**src/rtl/byte_serial_add_ctrl.sv**
```systemverilog
// Byte-serial WIDTH-bit add/sub sequencer over one 8-bit lookahead slice.
// Optional abort input enabled by defining BSA_ABORT_EN.
module byte_serial_add_ctrl #(
  parameter  int WIDTH  = 32,
  localparam int NSLICE = WIDTH / 8
) (
  input  logic             clock,
  input  logic             reset_n,
  input  logic             start,
  input  logic             op_sub,
  input  logic [WIDTH-1:0] data_operandA,
  input  logic [WIDTH-1:0] data_operandB,
`ifdef BSA_ABORT_EN
  input  logic             abort,
`endif
  output logic             ready,
  output logic             done,
  output logic [WIDTH-1:0] data_result,
  output logic             carry_out,
  output logic             overflow
);

  localparam int IW = (NSLICE > 1) ? $clog2(NSLICE) : 1;

  typedef enum logic [1:0] {
    IDLE,
    RUN,
    FIN
  } state_t;

  state_t state_q, state_d;

  logic [NSLICE-1:0][7:0] a_q;
  logic [NSLICE-1:0][7:0] b_q;
  logic [NSLICE-1:0][7:0] res_q;
  logic [IW-1:0]          idx_q;
  logic                   cy_q;

  logic [7:0] sa, sb, sg, sp, sum;
  logic [8:0] sc;
  logic       accept, last, kill, ovf;

`ifdef BSA_ABORT_EN
  assign kill = abort;
`else
  assign kill = 1'b0;
`endif

  assign accept      = (state_q == IDLE) && start;
  assign last        = (idx_q == IW'(NSLICE - 1));
  assign ready       = (state_q == IDLE);
  assign done        = (state_q == FIN);
  assign data_result = res_q;

  // Shared slice: generate/propagate lookahead over one byte
  always_comb begin
    sa = a_q[idx_q];
    sb = b_q[idx_q];
    sg = sa & sb;
    sp = sa ^ sb;
    sc = '0;
    sc[0] = cy_q;
    for (int i = 0; i < 8; i++) begin
      sc[i+1] = sg[i] | (sp[i] & sc[i]);
    end
    sum = sp ^ sc[7:0];
    ovf = (sa[7] == sb[7]) && (sum[7] != sa[7]);
  end

  always_comb begin
    state_d = state_q;
    unique case (state_q)
      IDLE: if (start) state_d = RUN;
      RUN: begin
        if (kill)      state_d = IDLE;
        else if (last) state_d = FIN;
      end
      FIN:     state_d = IDLE;
      default: state_d = IDLE;
    endcase
  end

  always_ff @(posedge clock or negedge reset_n) begin
    if (!reset_n) state_q <= IDLE;
    else          state_q <= state_d;
  end

  always_ff @(posedge clock or negedge reset_n) begin
    if (!reset_n) begin
      a_q       <= '0;
      b_q       <= '0;
      res_q     <= '0;
      idx_q     <= '0;
      cy_q      <= 1'b0;
      carry_out <= 1'b0;
      overflow  <= 1'b0;
    end else if (accept) begin
      a_q       <= data_operandA;
      b_q       <= op_sub ? ~data_operandB
                          : data_operandB;
      cy_q      <= op_sub;
      idx_q     <= '0;
      res_q     <= '0;
      carry_out <= 1'b0;
      overflow  <= 1'b0;
    end else if (state_q == RUN) begin
      if (kill) begin
        res_q     <= '0;
        carry_out <= 1'b0;
        overflow  <= 1'b0;
      end else begin
        res_q[idx_q] <= sum;
        cy_q         <= sc[8];
        idx_q        <= idx_q + 1'b1;
        if (last) begin
          carry_out <= sc[8];
          overflow  <= ovf;
        end
      end
    end
  end

endmodule
```
**config.mk**
```make
export PLATFORM = sky130hd
export DESIGN_NAME = byte_serial_add_ctrl
export DESIGN_NICKNAME = d
export VERILOG_FILES = /design/src/rtl/byte_serial_add_ctrl.sv
export SDC_FILE = /design/constraint.sdc
export NUM_CORES = 1
export LEC_CHECK = 0
export BUFFER_PORTS_ARGS = -buffer_cell sky130_fd_sc_hd__buf_4
export CAP_MARGIN = 10
export CORE_ASPECT_RATIO = 1.75
export CORE_MARGIN = 4
export CORE_UTILIZATION = 54
export CTS_CLUSTER_SIZE = 28
export DETAILED_ROUTE_END_ITERATION = 10
export HOLD_SLACK_MARGIN = 0.08
export PLACE_DENSITY = 0.79
export SLEW_MARGIN = 20
export SYNTH_ARGS = -nofsm -noshare
export SYNTH_HDL_FRONTEND = slang
export SYNTH_SLANG_ARGS = --single-unit
```
**constraint.sdc**
```tcl
create_clock -name clock -period 5.8 [get_ports clock]
set_input_delay 0.29 -clock clock [delete_from_list [all_inputs] [get_ports clock]]
set_output_delay 0.29 -clock clock [all_outputs]
set_load 0.01 [all_outputs]
```
==> impl_summary.log, run 1 <==
INFO  metric grt-ovfl-total = 0
INFO  metric worst_path_max_delay_cell = sky130_fd_sc_hd__dfrtp_1
INFO  metric ant_nets = 0
INFO  metric timing_hold_violations_final = 0
INFO  metric achievable-frequency = between 200 and 250 MHz
INFO  metric simple_gate_portion_of_the_synthesized_area = approximately 4.5%
INFO  metric worstPathCellList = mux4_2, fa_1, inv_1, fa_1, fa_1, fa_1, fa_1, fa_1, fa_1, inv_1, fa_1, xor2_1, a22o_1
INFO  metric tritoncts.num_buffers = 9
INFO  metric ctsResizeCount = 0
INFO  metric pin_count_of_the_biggest_net_entering_global_routing = slightly below 80
INFO  metric synth_nets = approximately 440
INFO  metric synth_cell_types = 31
INFO  metric max_cap_viol_count = 0
INFO  metric power.density_cell_area = 649 nW/um^2
INFO  metric worst-r2r-cell-count = 13
INFO  metric insertedDiodeCount = 0
INFO  metric starting_drt_drc_count = roughly 160
INFO  metric antenna_found_initial = 0
INFO  metric worst_ep_arrival_time = slightly above 5 ns
INFO  metric tritoncts = done
INFO  metric synth.top_cell.area_share = between 50% and 60%
INFO  metric design.portCount = roughly 100
INFO  metric total_number_of_h_tree_levels = 3
INFO  metric clk_pin_slew = ~0.060 ns
INFO  metric num_vias = 3183
INFO  metric drt-pass1-iter-count = 4
INFO  metric gp_congestion = about 0.84
INFO  metric cp_slowest_stage_delay = 0.80 ns
INFO  metric commonest_cells_in_the_netlist = sky130_fd_sc_hd__dfrtp_1 (103), sky130_fd_sc_hd__nor2_1 (36), sky130_fd_sc_hd__a21oi_1 (34)
INFO  metric setup_violations = 0
INFO  metric clockBufferDepth = 2
INFO  metric fin_ws = 0.968 ns
INFO  metric wl = about 11000 um
INFO  metric timing_worst_setup_path_type = reg2reg
INFO  metric whs_path_depth = 2
INFO  metric regToRegEndpoint = overflow$_DFFE_PN0P_
INFO  metric asyncSetResetFlopFracSynth = 100%
INFO  metric number_of_filler_cells_placed_in_the_layout = ~680
INFO  metric rows = 45
INFO  metric post_drt_wl_per_cell = between 15 and 20 um
INFO  metric synth-adder-area-share = between 4 and 5%
INFO  metric viasPerCell = about 5.5
INFO  metric leakage_power = around 2.6 nW
INFO  metric design.die.area = 10500 um^2
INFO  metric yosys-top-cells-area = sky130_fd_sc_hd__dfrtp_1 (54%), sky130_fd_sc_hd__mux2_2 (7.7%), sky130_fd_sc_hd__xnor2_1 (5.8%)
INFO  metric total_power = 3.83 mW
INFO  metric min_from = data_operandA[21]
INFO  metric path_max_fanout = 14
INFO  metric critical_path.endpoint_type = register
INFO  metric synthMuxAreaShare = 16.0%
INFO  metric yosysSeqAreaShare = approximately 54%
INFO  metric startpoint_of_the_worst_register_to_register_path = idx_q[0]$_DFFE_PN0P_
INFO  metric unrepaired_setup_endpoints_after_global_routing = no
INFO  metric die_width = slightly below 80 um
INFO  metric die_height = roughly 130 um
INFO  metric port-buffer-count = ~100
INFO  metric final_layout_size_suffix_gt1_share = a little over a third
INFO  metric finalCoreUtilization = 68.0%
INFO  metric worstSetupStartpointType = register
INFO  metric status = finished clean
INFO  metric min_delay_worst_endpoint = a_q[21]$_DFFE_PN0P_
INFO  metric path_buf_inv = 2
INFO  metric sinks_on_clock_net = roughly 100
INFO  metric global_route_wire_length_before_repair = around 18000 um
INFO  metric groute.usage.overall = around 22%
INFO  metric timing.critical_path.mode_cell = sky130_fd_sc_hd__fa_1
INFO  metric required_time_of_the_critical_path = about 6.0 ns
INFO  metric area_delta_synth_final = 22.7%
INFO  metric maxSlewHeadroom = between 30% and 40%
INFO  metric netlist_instances = 362
INFO  metric synth-compound-area-share = between 10% and 20%
INFO  metric setup-tns-final = 0 ns
INFO  metric syn_area_per_cell = 13.3 um^2
INFO  metric synth.ff_latch_count = 103
INFO  metric number_of_global_route_vias_before_repair = between 3000 and 4000
INFO  metric synthesis.area = between 4000 and 5000 um^2
INFO  metric start_util = 55.4%
INFO  metric synth_enable_flop_cells = 0
INFO  metric remaining_drc_errors = 0
INFO  metric portion_of_the_clock_cycle_consumed_by_the_worst_path_in_the_final_layout = 83.3%
INFO  metric hpwl = 7770 um
INFO  metric clock_skew = approximately 0.0066 ns
INFO  metric clk_latency = 0.34 ns
INFO  metric synth_top_area_cell = sky130_fd_sc_hd__dfrtp_1
INFO  metric fp.coreArea = ~8700 um^2
INFO  metric min_path_type = in2reg
INFO  metric clock_tree.root_cell = sky130_fd_sc_hd__clkbuf_16
INFO  metric setup.reg_to_reg.worst_slack = slightly below 1 ns
INFO  metric finalNetCount = around 540
INFO  metric finalCriticalPeriod = 4.83 ns
INFO  metric post-synth-top-count-cell = sky130_fd_sc_hd__dfrtp_1
INFO  metric detailedPlace.worstSlack = 1.02 ns
INFO  metric cp_delay_by_family_top = adder cells
INFO  metric timing_max_transition_violations_final = 0
INFO  metric post_synth_xor_area_fraction = around 6%
INFO  metric synth_flop_cell = sky130_fd_sc_hd__dfrtp_1
INFO  metric combinational_family_with_the_most_area_after_synthesis = multiplexers
INFO  metric worst-slew-pin-transition = between 0.9 and 1 ns
INFO  metric worst_vdd_ir = 0.000335 V
INFO  metric ys_warn_count = 0
-- routing by layer --
layer	share of wire, %	vias up	global-route usage, %
met1	36	1590	25.5
met2	56	94	39.8
li1	-	1473	-
met4	3.4	0	10.2
met5	0	-	0
met3	4.5	26	3.27
-- registers in the layout (all words and copies together), names as in the netlist --
signal and flops:
cy_q 1, overflow 1, state_q 2, carry_out 1
a_q 32, b_q 32, idx_q 2, data_result 32
-- worst max path at each step --
stage                         start                    to  slack, ns  cells after the start
6_report       idx_q[0]$_DFFE_PN0P_  overflow$_DFFE_PN0P_       0.97                     13
3_5_place_dp   idx_q[0]$_DFFE_PN0P_  overflow$_DFFE_PN0P_       1.02                     13
2_1_floorplan  idx_q[0]$_DFFE_PN0P_  overflow$_DFFE_PN0P_       1.26                     15
4_1_cts        idx_q[0]$_DFFE_PN0P_  overflow$_DFFE_PN0P_       0.95                     13
3_3_place_gp   idx_q[0]$_DFFE_PN0P_  overflow$_DFFE_PN0P_       1.12                     13
5_1_grt        idx_q[0]$_DFFE_PN0P_  overflow$_DFFE_PN0P_       0.72                     13
-- final cells by class --
| type | count | area [um^2] | area share, % |
|---|---|---|---|
| clock buffers | 14 | 254 | 4.31 |
| clock inverters | 1 | 5.00 | 0.0849 |
| inverters | 19 | 71.3 | 1.21 |
| multi-input cells | 218 | 2020 | 34.2 |
| flip-flops and latches | 103 | 2580 | 43.7 |
| well taps | 117 | 146 | 2.48 |
| repair buffers | 109 | 821 | 13.9 |
-- placed cells by master, fill, tap and decap left out, drive strengths merged, types with 2 or more instances in the layout --
master / n
o2bb2ai: 24
dfrtp: 103
buf: 108
clkbuf: 14
mux2: 33
nor2b: 2
ha: 5
a22o: 4
nor2: 37
nand2: 5
o21ai: 2
nand3b: 2
xnor2: 32
inv: 19
mux4: 16
fa: 8
a21oi: 37
a32o: 5
-- cell families after synthesis --
logic type | after synthesis
compound gates | 74
xor+xnor | 33
fa+ha+maj | 13
buf+inv | 41
flops | 103
mux | 50
simple gates | 48
-- stage by stage --
stage                     instances  area [um^2]  hold slack, ns
after floorplan                 362         4800        -0.00559
after global routing            581         5890           0.175
after CTS                       581         5890           0.170
after global placement          565         5620           0.208
final                           581         5890           0.176
after detailed placement        565         5620           0.212
-- worst register-to-register path, stage by stage (launching register included) --
cell and delay [ns]:
sky130_fd_sc_hd__dfrtp_1 0.80, sky130_fd_sc_hd__mux4_2 0.39, sky130_fd_sc_hd__fa_1 0.17, sky130_fd_sc_hd__inv_1 0.05, sky130_fd_sc_hd__fa_1 0.37, sky130_fd_sc_hd__fa_1 0.39, sky130_fd_sc_hd__fa_1 0.41, sky130_fd_sc_hd__fa_1 0.41
sky130_fd_sc_hd__fa_1 0.41, sky130_fd_sc_hd__fa_1 0.38, sky130_fd_sc_hd__inv_1 0.08, sky130_fd_sc_hd__fa_1 0.50, sky130_fd_sc_hd__xor2_1 0.20, sky130_fd_sc_hd__a22o_1 0.18
-- where the power goes --
group          leakage (nW)  internal [mW]  switching, mW
logic                  1.28          0.932           1.05
registers              1.23           1.06          0.238
clock network         0.127          0.300          0.245
-- timing repair --
item | 4_1_cts | 5_1_grt
setup endpoints to repair | 0 | 0
buffers inserted | 0 | 0
hold buffers | 1 | 0
hold endpoints to repair | 25 | 0
No activity file was read; power rests on OpenSTA's default activity.
==> inputs of run 2 (changes only) <==
- clock period: 5.8 -> 5 ns (I/O delays scaled with it)
==> run 2 against run 1 <==
Effect of this change: via count fell by 0.47%; routed wire length fell by 3.4%; global-route usage fell by 1.0 points; clock skew barely moved; utilization rose by 1.0 points; die area did not move; count of clock-buffer cells in the layout fell by 4; sequential power rose by 14%; setup slack got worse by 0.64 ns; critical endpoint unchanged; highest routed layer unchanged.
==> impl_summary.log, run 2 (synthesis results as in run 1) <==
INFO  metric status = finished clean (unchanged)
INFO  metric finalNetCount = 543 (was 541)
INFO  metric worst_path_max_delay_cell = sky130_fd_sc_hd__dfrtp_1 (unchanged)
INFO  metric clock_skew = 0.00702 ns (was 0.00665 ns)
INFO  metric timing.critical_path.mode_cell = sky130_fd_sc_hd__fa_1 (unchanged)
INFO  metric clk_latency = 0.35 ns (was 0.34 ns)
INFO  metric design.portCount = 104 (unchanged)
INFO  metric fin_ws = 0.328 ns (was 0.968 ns)
INFO  metric fp.coreArea = 8670 um^2 (unchanged)
INFO  metric setup-tns-final = 0 ns (unchanged)
INFO  metric hpwl = 7860 um (was 7770 um)
INFO  metric tritoncts = done (unchanged)
INFO  metric post_route_design_area = 5980 um^2 (was 5890 um^2)
INFO  metric worstPathCellList = mux4_2, fa_1, inv_1, fa_1, fa_1, fa_1, fa_1, fa_1, fa_1, inv_1, fa_1, xor2_1, a22o_1 (unchanged)
INFO  metric gp_congestion = 0.828 (was 0.838)
INFO  metric design.die.area = 10500 um^2 (unchanged)
INFO  metric p_int = 2.77 mW (was 2.29 mW)
INFO  metric drt-pass1-iter-count = 4 (unchanged)
INFO  metric worst_ep_arrival_time = 4.91 ns (was 5.06 ns)
INFO  metric unrepaired_setup_endpoints_after_global_routing = no (unchanged)
INFO  metric path_max_fanout = 8 (was 14)
INFO  metric groute.layer.met2.usage = 37.1% (was 39.8%)
INFO  metric port-buffer-count = 103 (unchanged)
INFO  metric number_of_filler_cells_placed_in_the_layout = 661 (was 677)
INFO  metric power.density_cell_area = 756 nW/um^2 (was 649 nW/um^2)
INFO  metric cts_setup_buffers = 0 (unchanged)
INFO  metric area_delta_synth_final = 24.5% (was 22.7%)
INFO  metric cp_slowest_stage_delay = 0.51 ns (was 0.80 ns)
INFO  metric clock_tree.root_cell = sky130_fd_sc_hd__clkbuf_16 (unchanged)
INFO  metric sinks_on_clock_net = 103 (unchanged)
INFO  metric required_time_of_the_critical_path = 5.23 ns (was 6.03 ns)
INFO  metric worst-slew-pin-transition = 1.02 ns (was 0.969 ns)
INFO  metric layout.cells.most_common = sky130_fd_sc_hd__buf_4 (unchanged)
INFO  metric portion_of_the_clock_cycle_consumed_by_the_worst_path_in_the_final_layout = 93.4% (was 83.3%)
INFO  metric detailed_place.area = 5640 um^2 (was 5620 um^2)
INFO  metric wl = 10300 um (was 10700 um)
INFO  metric worst_vdd_ir = 0.000526 V (was 0.000335 V)
INFO  metric grt-ovfl-total = 0 (unchanged)
INFO  metric met1_usage = 23.6% (was 25.5%)
INFO  metric max_cap_viol_count = 0 (unchanged)
INFO  metric maxSlewHeadroom = 31.8% (was 35.4%)
INFO  metric p_switching = 1.75 mW (was 1.53 mW)
INFO  metric groute.usage.overall = 21.2% (was 22.2%)
INFO  metric num_vias = 3168 (was 3183)
INFO  metric power_frac_seq = 32.8% (was 34.0%)
INFO  metric total_power = 4.52 mW (was 3.83 mW)
INFO  metric antenna_found_initial = 0 (unchanged)
INFO  metric pwr-share-clk = 16.1% (was 14.3%)
INFO  metric remaining_drc_errors = 0 (unchanged)
INFO  metric start_util = 55.4% (unchanged)
INFO  metric die_height = 133 um (unchanged)
INFO  metric final_layout_size_suffix_gt1_share = 37.0% (was 36.2%)
INFO  metric timing_worst_setup_path_type = reg2reg (unchanged)
INFO  metric insertedDiodeCount = 0 (unchanged)
INFO  metric viasPerCell = 5.42 (was 5.48)
INFO  metric achievable-frequency = 214 MHz (was 207 MHz)
INFO  metric total_number_of_h_tree_levels = 3 (unchanged)
INFO  metric grt_peak_use_layer = met2 (unchanged)
INFO  metric tritoncts.num_buffers = 9 (unchanged)
INFO  metric finalCriticalPeriod = 4.67 ns (was 4.83 ns)
INFO  metric ant_nets = 0 (unchanged)
INFO  metric timing_hold_violations_final = 0 (unchanged)
INFO  metric min_path_type = in2reg (unchanged)
INFO  metric leakage_power = 2.68 nW (was 2.64 nW)
INFO  metric pin_count_of_the_biggest_net_entering_global_routing = 76 (was 79)
INFO  metric timing_max_transition_violations_final = 0 (unchanged)
INFO  metric grt_use_met3 = 3.95% (was 3.27%)
INFO  metric worstSetupStartpointType = register (unchanged)
INFO  metric comb_power_share = 51.0% (was 51.8%)
INFO  metric detailedPlace.worstSlack = 0.405 ns (was 1.02 ns)
INFO  metric clockBufferDepth = 2 (unchanged)
INFO  metric critical_path.endpoint_type = register (unchanged)
INFO  metric number_of_global_route_vias_before_repair = 3330 (was 3398)
INFO  metric post_drt_wl_per_cell = 17.7 um (was 18.4 um)
INFO  metric power_switching_share = 38.8% (was 40.0%)
INFO  metric rows = 45 (unchanged)
INFO  metric global_route_wire_length_before_repair = 16600 um (was 17500 um)
INFO  metric layout_common_cells = sky130_fd_sc_hd__buf_4 (108), sky130_fd_sc_hd__dfrtp_1 (103), sky130_fd_sc_hd__nor2_1 (36) (unchanged)
INFO  metric starting_drt_drc_count = 200 (was 157)
INFO  metric clk_pin_slew = 0.06 ns (about the same)
INFO  metric setup_violations = 0 (unchanged)
INFO  metric die_width = 79.3 um (unchanged)
[run 2: cell types whose count changed in the layout (fill, tap and decap cells not counted), sizes merged]
| cell | delta |
|---|---|
| buf | +2 |
| bufinv | +2 |
| clkbuf | -4 |
| clkinv | +1 |
| clkinvlp | +2 |
[run 2: worst paths after layout]
check | depth (start not counted) | from | slack [ns] | endpoint
worst max register to register | 13 | idx_q[0]$_DFFE_PN0P_ | 0.33 | overflow$_DFFE_PN0P_
worst min-delay path | 2 | data_operandA[29] | 0.13 | a_q[29]$_DFFE_PN0P_
min in group asynchronous | 2 | reset_n | 0.37 | a_q[15]$_DFFE_PN0P_
max in group asynchronous | 3 | reset_n | 3.40 | b_q[16]$_DFFE_PN0P_
worst max-delay path | 13 | idx_q[0]$_DFFE_PN0P_ | 0.33 | overflow$_DFFE_PN0P_
worst min register to register | 1 | data_result[2]$_DFFE_PN0P_ | 0.49 | data_result[2]$_DFFE_PN0P_
[run 2: final cells by class]
type / instances / area (um^2) / area share (%)
Inverter: 19 / 71.3 / 1.19
Multi-Input combinational cell: 218 / 2020 / 33.7
Clock buffer: 10 / 229 / 3.83
Sequential cell: 103 / 2580 / 43.1
Tap cell: 117 / 146 / 2.45
Clock inverter: 6 / 85.1 / 1.42
Timing Repair Buffer: 111 / 856 / 14.3
[run 2: stage by stage]
stage / hold WS [ns] / util (%) / std cells
CTS: 0.119 / 68.8 / 583
detailed placement: 0.203 / 65.1 / 566
global placement: 0.198 / 65.1 / 566
floorplan: -0.0456 / - / 362
finish: 0.131 / 69.0 / 584
global route: 0.124 / 69.0 / 584
[run 2: what timing repair did]
item,CTS,global route
hold buffers,1,0
endpoints found under the setup margin,0,0
endpoints found under the hold margin,31,0
resized for setup,0,0
[run 2: power groups by stage]
stage               Clock [mW]  Sequential, mW  Combinational, mW
floorplan                    0            1.43               1.57
global placement             0            1.48               2.24
detailed placement           0            1.50               2.30
CTS                      0.742            1.49               2.34
global route             0.781            1.53               2.50
finish                   0.730            1.48               2.31
[run 2: layer usage]
metal | vias up | share of wire (%)
li1 | 1481 | -
met2 | 91 | 56
met1 | 1570 | 36
met4 | 0 | 3.8
met3 | 26 | 3.9
met5 | - | 0
[run 2: worst max-delay path, delay by kind of cell (launching register included)]
family | cells | cell delay (ns)
xor gates and xnor gates | 1 | 0.20
AOI/OAI and AO/OA | 1 | 0.19
buffers and inverters | 2 | 0.12
muxes | 1 | 0.43
adders and majority gates | 8 | 3.11
DFF | 1 | 0.51
